File: src/rtl/pcie_rd_ort_pkg.sv
// Shared tag-table definitions for the PCIe read-path Outstanding Read Table.
package pcie_rd_ort_pkg;

  localparam int ORT_TAG_BITS = 4;
  localparam int ORT_NUM_TAGS = 16;
  localparam int ORT_AGE_BITS = 4;
  localparam int ORT_CNT_BITS = 5;
  localparam int ORT_DW_BITS  = 11;

  typedef struct packed {
    logic [1:0] iface;
    logic [3:0] mem;
  } ort_meta_t;

  function automatic logic [ORT_NUM_TAGS-1:0] tag_onehot(input logic [ORT_TAG_BITS-1:0] tag);
    logic [ORT_NUM_TAGS-1:0] oh;
    oh      = '0;
    oh[tag] = 1'b1;
    return oh;
  endfunction

endpackage

File: src/rtl/pcie_rd_ort_prio_enc.sv
// Lowest-set-bit encoder over the tag vector: returns whether any bit is set and its index.
module pcie_rd_ort_prio_enc
  import pcie_rd_ort_pkg::*;
(
  input  logic [ORT_NUM_TAGS-1:0] req,
  output logic                    valid,
  output logic [ORT_TAG_BITS-1:0] idx
);

  // Scanning downwards lets the lowest set bit be the last (winning) assignment.
  always_comb begin
    valid = 1'b0;
    idx   = '0;
    for (int i = ORT_NUM_TAGS - 1; i >= 0; i--) begin
      if (req[i]) begin
        valid = 1'b1;
        idx   = ORT_TAG_BITS'(i);
      end
    end
  end

endmodule

File: src/rtl/pcie_rd_ort.sv
// Outstanding Read Table: hands out free tags, records each read's local target and
// resolves completions into write addresses, freeing tags on last completion or timeout.
module pcie_rd_ort
  import pcie_rd_ort_pkg::*;
#(
  parameter int NUM_TAGS      = ORT_NUM_TAGS,
  parameter int MEM_ADDR_BITS = 16,
  parameter int TICK_CYCLES   = 1024,
  parameter int TIMEOUT_TICKS = 15
) (
  input  logic                     pcie_clk,
  input  logic                     rst,
  input  logic                     ort_req_v,
  input  logic [3:0]               ort_req_tag,
  input  logic [1:0]               ort_req_iface,
  input  logic [3:0]               ort_req_mem,
  input  logic [MEM_ADDR_BITS-1:0] ort_req_addr,
  output logic                     ort_next_tag_v,
  output logic [3:0]               ort_next_tag,
  input  logic                     cpl_v,
  input  logic [3:0]               cpl_tag,
  input  logic [10:0]              cpl_dw,
  input  logic                     cpl_last,
  output logic                     cpl_out_v,
  output logic [1:0]               cpl_out_iface,
  output logic [3:0]               cpl_out_mem,
  output logic [MEM_ADDR_BITS-1:0] cpl_out_addr,
  output logic                     cpl_out_err,
  output logic                     timeout_v,
  output logic [3:0]               timeout_tag,
  output logic                     alloc_err,
  output logic [4:0]               busy_cnt
);

  localparam int PRESC_BITS = (TICK_CYCLES > 1) ? $clog2(TICK_CYCLES) : 1;
  localparam logic [ORT_AGE_BITS-1:0] AGE_MAX = ORT_AGE_BITS'(TIMEOUT_TICKS);
  localparam logic [PRESC_BITS-1:0]   PRESC_LAST = PRESC_BITS'(TICK_CYCLES - 1);

  typedef struct packed {
    ort_meta_t                meta;
    logic [MEM_ADDR_BITS-1:0] addr;
  } ort_entry_t;

  ort_entry_t              entry_q [NUM_TAGS];
  logic [ORT_AGE_BITS-1:0] age_q   [NUM_TAGS];
  logic [NUM_TAGS-1:0]     busy_q;
  logic [PRESC_BITS-1:0]   presc_q;

  logic [NUM_TAGS-1:0]     req_mask;
  logic [NUM_TAGS-1:0]     cpl_mask;
  logic [NUM_TAGS-1:0]     free_vec;
  logic [NUM_TAGS-1:0]     expired_vec;
  logic [NUM_TAGS-1:0]     expire_cand;
  logic [NUM_TAGS-1:0]     to_mask;
  logic [NUM_TAGS-1:0]     last_mask;
  logic [NUM_TAGS-1:0]     busy_nxt;
  logic                    cpl_hit;
  logic                    tick;
  logic                    to_sel_v;
  logic [ORT_TAG_BITS-1:0] to_sel_idx;
  logic                    alloc_new;
  logic                    cpl_free;
  logic [MEM_ADDR_BITS-1:0] dw_ext;

  // The tag being allocated this cycle is hidden so pcie_tx_rd never sees it offered twice.
  always_comb begin
    req_mask    = ort_req_v ? tag_onehot(ort_req_tag) : '0;
    cpl_hit     = cpl_v & busy_q[cpl_tag];
    cpl_mask    = cpl_hit ? tag_onehot(cpl_tag) : '0;
    last_mask   = cpl_last ? cpl_mask : '0;
    free_vec    = ~busy_q & ~req_mask;
    tick        = (presc_q == PRESC_LAST);
    dw_ext      = MEM_ADDR_BITS'(cpl_dw);
    expired_vec = '0;
    for (int i = 0; i < NUM_TAGS; i++) begin
      expired_vec[i] = busy_q[i] && (age_q[i] == AGE_MAX);
    end
    expire_cand = expired_vec & ~cpl_mask & ~req_mask;
  end

  pcie_rd_ort_prio_enc u_free_enc (
    .req   (free_vec),
    .valid (ort_next_tag_v),
    .idx   (ort_next_tag)
  );

  pcie_rd_ort_prio_enc u_timeout_enc (
    .req   (expire_cand),
    .valid (to_sel_v),
    .idx   (to_sel_idx)
  );

  // An allocation on the same tag as a last completion keeps the entry busy.
  always_comb begin
    to_mask   = to_sel_v ? tag_onehot(to_sel_idx) : '0;
    busy_nxt  = (busy_q & ~last_mask & ~to_mask) | req_mask;
    alloc_new = ort_req_v & ~busy_q[ort_req_tag];
    cpl_free  = cpl_hit & cpl_last & ~(ort_req_v && (ort_req_tag == cpl_tag));
  end

  always_ff @(posedge pcie_clk) begin
    if (rst) begin
      busy_q  <= '0;
      presc_q <= '0;
      for (int i = 0; i < NUM_TAGS; i++) begin
        entry_q[i] <= '0;
        age_q[i]   <= '0;
      end
    end else begin
      busy_q  <= busy_nxt;
      presc_q <= tick ? '0 : presc_q + PRESC_BITS'(1);
      for (int i = 0; i < NUM_TAGS; i++) begin
        if (req_mask[i]) begin
          entry_q[i] <= {ort_req_iface, ort_req_mem, ort_req_addr};
          age_q[i]   <= '0;
        end else if (cpl_mask[i]) begin
          entry_q[i].addr <= entry_q[i].addr + dw_ext;
          age_q[i]        <= '0;
        end else if (tick && busy_q[i] && (age_q[i] != AGE_MAX)) begin
          age_q[i] <= age_q[i] + ORT_AGE_BITS'(1);
        end
      end
    end
  end

  // Completion lookups see the pre-edge table, so results appear one cycle later.
  always_ff @(posedge pcie_clk) begin
    if (rst) begin
      cpl_out_v     <= 1'b0;
      cpl_out_iface <= '0;
      cpl_out_mem   <= '0;
      cpl_out_addr  <= '0;
      cpl_out_err   <= 1'b0;
      timeout_v     <= 1'b0;
      timeout_tag   <= '0;
      alloc_err     <= 1'b0;
      busy_cnt      <= '0;
    end else begin
      cpl_out_v     <= cpl_v;
      cpl_out_err   <= cpl_v & ~busy_q[cpl_tag];
      cpl_out_iface <= cpl_hit ? entry_q[cpl_tag].meta.iface : '0;
      cpl_out_mem   <= cpl_hit ? entry_q[cpl_tag].meta.mem : '0;
      cpl_out_addr  <= cpl_hit ? entry_q[cpl_tag].addr : '0;
      timeout_v     <= to_sel_v;
      timeout_tag   <= to_sel_v ? to_sel_idx : '0;
      alloc_err     <= ort_req_v & busy_q[ort_req_tag];
      busy_cnt      <= busy_cnt + ORT_CNT_BITS'(alloc_new)
                       - ORT_CNT_BITS'(cpl_free) - ORT_CNT_BITS'(to_sel_v);
    end
  end

endmodule
File: config.mk
export PLATFORM = sky130hd
export DESIGN_NAME = pcie_rd_ort
export DESIGN_NICKNAME = d
export VERILOG_FILES = /design/src/rtl/pcie_rd_ort_pkg.sv /design/src/rtl/pcie_rd_ort_prio_enc.sv /design/src/rtl/pcie_rd_ort.sv
export SDC_FILE = /design/constraint.sdc
export NUM_CORES = 1
export LEC_CHECK = 0
export ABC_AREA = 1
export BUFFER_PORTS_ARGS = -buffer_cell sky130_fd_sc_hd__buf_2
export CORE_ASPECT_RATIO = 0.8
export CORE_UTILIZATION = 40
export DETAILED_ROUTE_END_ITERATION = 6
export PLACE_DENSITY = 0.54
export REMOVE_ABC_BUFFERS = 1
export SLEW_MARGIN = 20
export SYNTH_ARGS = -nofsm -noshare
export SYNTH_HDL_FRONTEND = slang
export SYNTH_SLANG_ARGS = --single-unit
File: constraint.sdc
create_clock -name pcie_clk -period 11.8 [get_ports pcie_clk]
set_input_delay 1.77 -clock pcie_clk [delete_from_list [all_inputs] [get_ports pcie_clk]]
set_output_delay 1.77 -clock pcie_clk [all_outputs]
set_load 0.005 [all_outputs]
==> metrics.txt <==
H-tree Lvls=2; CTS tree=done; Total GRT Usage=24.7%; Worst path slowest cell=nor2_4; Synth cell types=58; status=completed; first-pass GRT wire length=146000 µm; Data required, critical path=12310 ps; vias in the first global route=23.9k; startpoint types=input pin; Die X=310 µm; Initial Util=between 40% and 50%; post-synthesis sequential area ratio=between 40% and 50%; total setup buffers inserted after CTS=0; Setup Skew=23.2 ps; Fin. Hold Viols=0; P per Cell Area=between 100 and 150 nW/µm²; Syn Inst Count=3455; total wire length=95800 µm; GRT overflow=0; critical path cell sequence=buf_4, clkinv_2, nor2_4, buf_4, nand2_1, nor2_1, inv_2, nand2_1, nand2_1, inv_2, nand3_4, nor2_2, fa_1, ha_1, ha_1, fa_1, xnor2_1, nor2_1; Critical Path Sink Type=flip-flop; CP Max Fanout=64; worst hold-check path type=flip-flop to flip-flop; Fillers=7373; Final Cell Area=33600 µm²; CTS buffer count=between 50 and 60; First-pass DRT Iterations=5; ys flop type=edfxtp_1; die area=77000 µm²; Root Buffer=clkbuf_16; Worst path max stage delay=900 ps; Residual DRC=0; Mapped Area=between 30000 and 40000 µm²; wire per inst=21.0 µm; clk slew on worst S/H paths=70 ps; DP Cell Count=4454; Worst Path Buf+Inv=5; clock buffer depth=3; synth warn=0; post-route antenna net violation count=0; Max Clock Freq=0.160 GHz; asr flop ratio synth=0%; initial antenna violation count=1; initial drt markers=2561; Placement Rows=89; Max Slew Vio Count=0; final worst path period share=a little over half; Worst-Margin Slew=958 ps; Design Power=4.26 mW; cell family contributing the most delay on the critical path=simple AND/OR/NAND/NOR gates; core area=between 70000 and 80000 µm²; Finished Core Util=45.1%; Post-DP Area=31800 µm²; Syn Area/Cell=8.79 µm²; vias per inst=5.56; Crit Path Class=input pin to flip-flop; Non-Filler Instances=roughly 4.6k; final net count=3772; Vias=~25k; max cap viols=0; post-route minimum period=6260 ps; setup TNS=0 ps; Rel. slew slack=35.9%; CTS sink cnt=477; clock latency on the worst-skew pair=630 ps; synthesis-to-layout area growth=10.5%; Hold-fix buffers, CTS=0; Lkg Pwr=13.8 nW; Yosys reg bits=~480; VDD IR-drop max=0.107 mV; Worst EP arrival=6770 ps; Most Frequent Cell on Critical Path=nand2_1; Post-synth EDFFs=416; RSZ-0062 raised after global routing=false; post-DP HPWL=about 70000 µm; share of cells above drive strength 1=7.62%; # setup viols final=0; GPL Wtd Cong=0.973; Die Y-Extent=248 µm; largest net degree at the start of global routing=118; # port buffers=85; io pins=86; post_cts resized=0
report_power, final:
| group | switching (mW) | internal [mW] |
|---|---|---|
| sequential | 0.0483 | 1.92 |
| clock | 0.739 | 0.956 |
| combinational | 0.400 | 0.192 |
kinds of logic (layout without fill, tap and decap cells):
logic type      Yosys count  count (layout)  share of synthesized area (%)
compound gates          792             792                           15.7
other cells               0               1                              0
buf+inv                 497             599                           6.23
flops                   477             477                           45.2
fa+ha+maj               216             216                           9.35
xor+xnor                161             161                           4.64
simple gates           1312            1312                           18.9
layer usage:
metal | vias to the layer above | global-route usage (%) | part of all wire [%]
met5 | - | 0 | 0
met4 | 0 | 4.63 | 1.5
met3 | 93 | 4.18 | 8.1
met2 | 868 | 35.2 | 41
met1 | 12100 | 38.9 | 49
li1 | 12300 | - | -
layout make-up:
type / count / area (µm²) / area share [%]
antenna: 1 / 2.50 / 0.00746
clock buffer: 70 / 1450 / 4.33
clock inverter: 34 / 273 / 0.813
inverter: 386 / 1450 / 4.33
multi-input combinational: 2481 / 14800 / 44.0
sequential: 477 / 13700 / 40.9
tap: 1001 / 1250 / 3.73
timing repair buffer: 109 / 627 / 1.87
Yosys cell counts (4+ instances only):
cell type	count	share of area [%]
nor3_1	43	0.71
o32ai_1	10	0.29
and2_1	4	0.082
or2_2	31	0.64
inv_1	350	4.3
ha_1	198	8.2
a211oi_1	24	0.59
o211ai_1	9	0.22
xnor2_1	44	1.3
nand2_1	483	6.0
a32oi_1	8	0.23
clkbuf_1	91	1.1
a21boi_0	23	0.57
o22ai_1	81	1.7
nor3b_1	4	0.099
nand2_4	4	0.15
a21oi_1	202	3.3
a21o_1	5	0.12
xor2_1	117	3.4
buf_2	7	0.12
fa_1	18	1.2
nand4_2	4	0.16
o21ai_1	9	0.15
a221oi_1	16	0.46
a31oi_1	30	0.62
a41oi_1	6	0.17
nand4_1	15	0.31
nand2_2	5	0.10
buf_1	10	0.12
clkinv_1	21	0.26
nand3_1	329	5.4
nor2_2	13	0.27
inv_2	14	0.17
o221ai_1	18	0.52
edfxtp_1	416	41
nor2_1	363	4.5
o21ai_0	244	4.0
a22oi_1	89	2.2
dfxtp_1	61	4.0
o21bai_1	10	0.25
nand3_2	5	0.16
path summary, 6_finish.rpt:
path                            cells after the start        from  slack (ps)           to
worst max-delay path                               18  cpl_tag[0]        5540  busy_cnt[3]
worst min-delay path                                1  presc_q[0]         450   presc_q[0]
worst max register to register                     20   busy_q[3]        7530  busy_cnt[3]
worst min register to register                      1  presc_q[0]         450   presc_q[0]
through the flow:
| stage | worst slack [ps] | hold slack (ps) |
|---|---|---|
| 2_1_floorplan | 4500 | 418 |
| 3_3_place_gp | 5010 | 438 |
| 3_5_place_dp | 4960 | 447 |
| 4_1_cts | 5640 | 457 |
| 5_1_grt | 5300 | 491 |
| 6_report | 5540 | 454 |
cells in the final DEF (no fill, tap or decap), types with 6 or more instances in the layout:
cell,netlist,final
a211oi_1,24,24
a21boi_0,23,23
a21oi_1,202,202
a221oi_1,16,16
a22oi_1,89,89
a31oi_1,30,30
a32oi_1,8,8
a41oi_1,6,6
buf_2,7,83
buf_4,2,24
clkbuf_1,91,14
clkbuf_16,0,56
clkinv_1,21,38
clkinv_2,0,9
dfxtp_1,61,61
edfxtp_1,416,416
fa_1,18,18
ha_1,198,198
inv_1,350,349
inv_2,14,14
nand2_1,483,483
nand3_1,329,329
nand4_1,15,15
nor2_1,363,360
nor2_2,13,14
nor3_1,43,43
o211ai_1,9,9
o21ai_0,244,244
o21ai_1,9,9
o21bai_1,10,10
o221ai_1,18,18
o22ai_1,81,81
o32ai_1,10,10
or2_2,31,31
xnor2_1,44,44
xor2_1,117,117
state kept, by name, indices dropped and copies added (netlist names):
name / cells
cpl_out_mem: 4
timeout_v: 1
alloc_err: 1
timeout_tag: 4
busy_cnt: 5
cpl_out_err: 1
entry_q: 352
cpl_out_v: 1
cpl_out_addr: 16
cpl_out_iface: 2
age_q: 64
busy_q: 16
presc_q: 10
(Power assumes the default switching activity.)
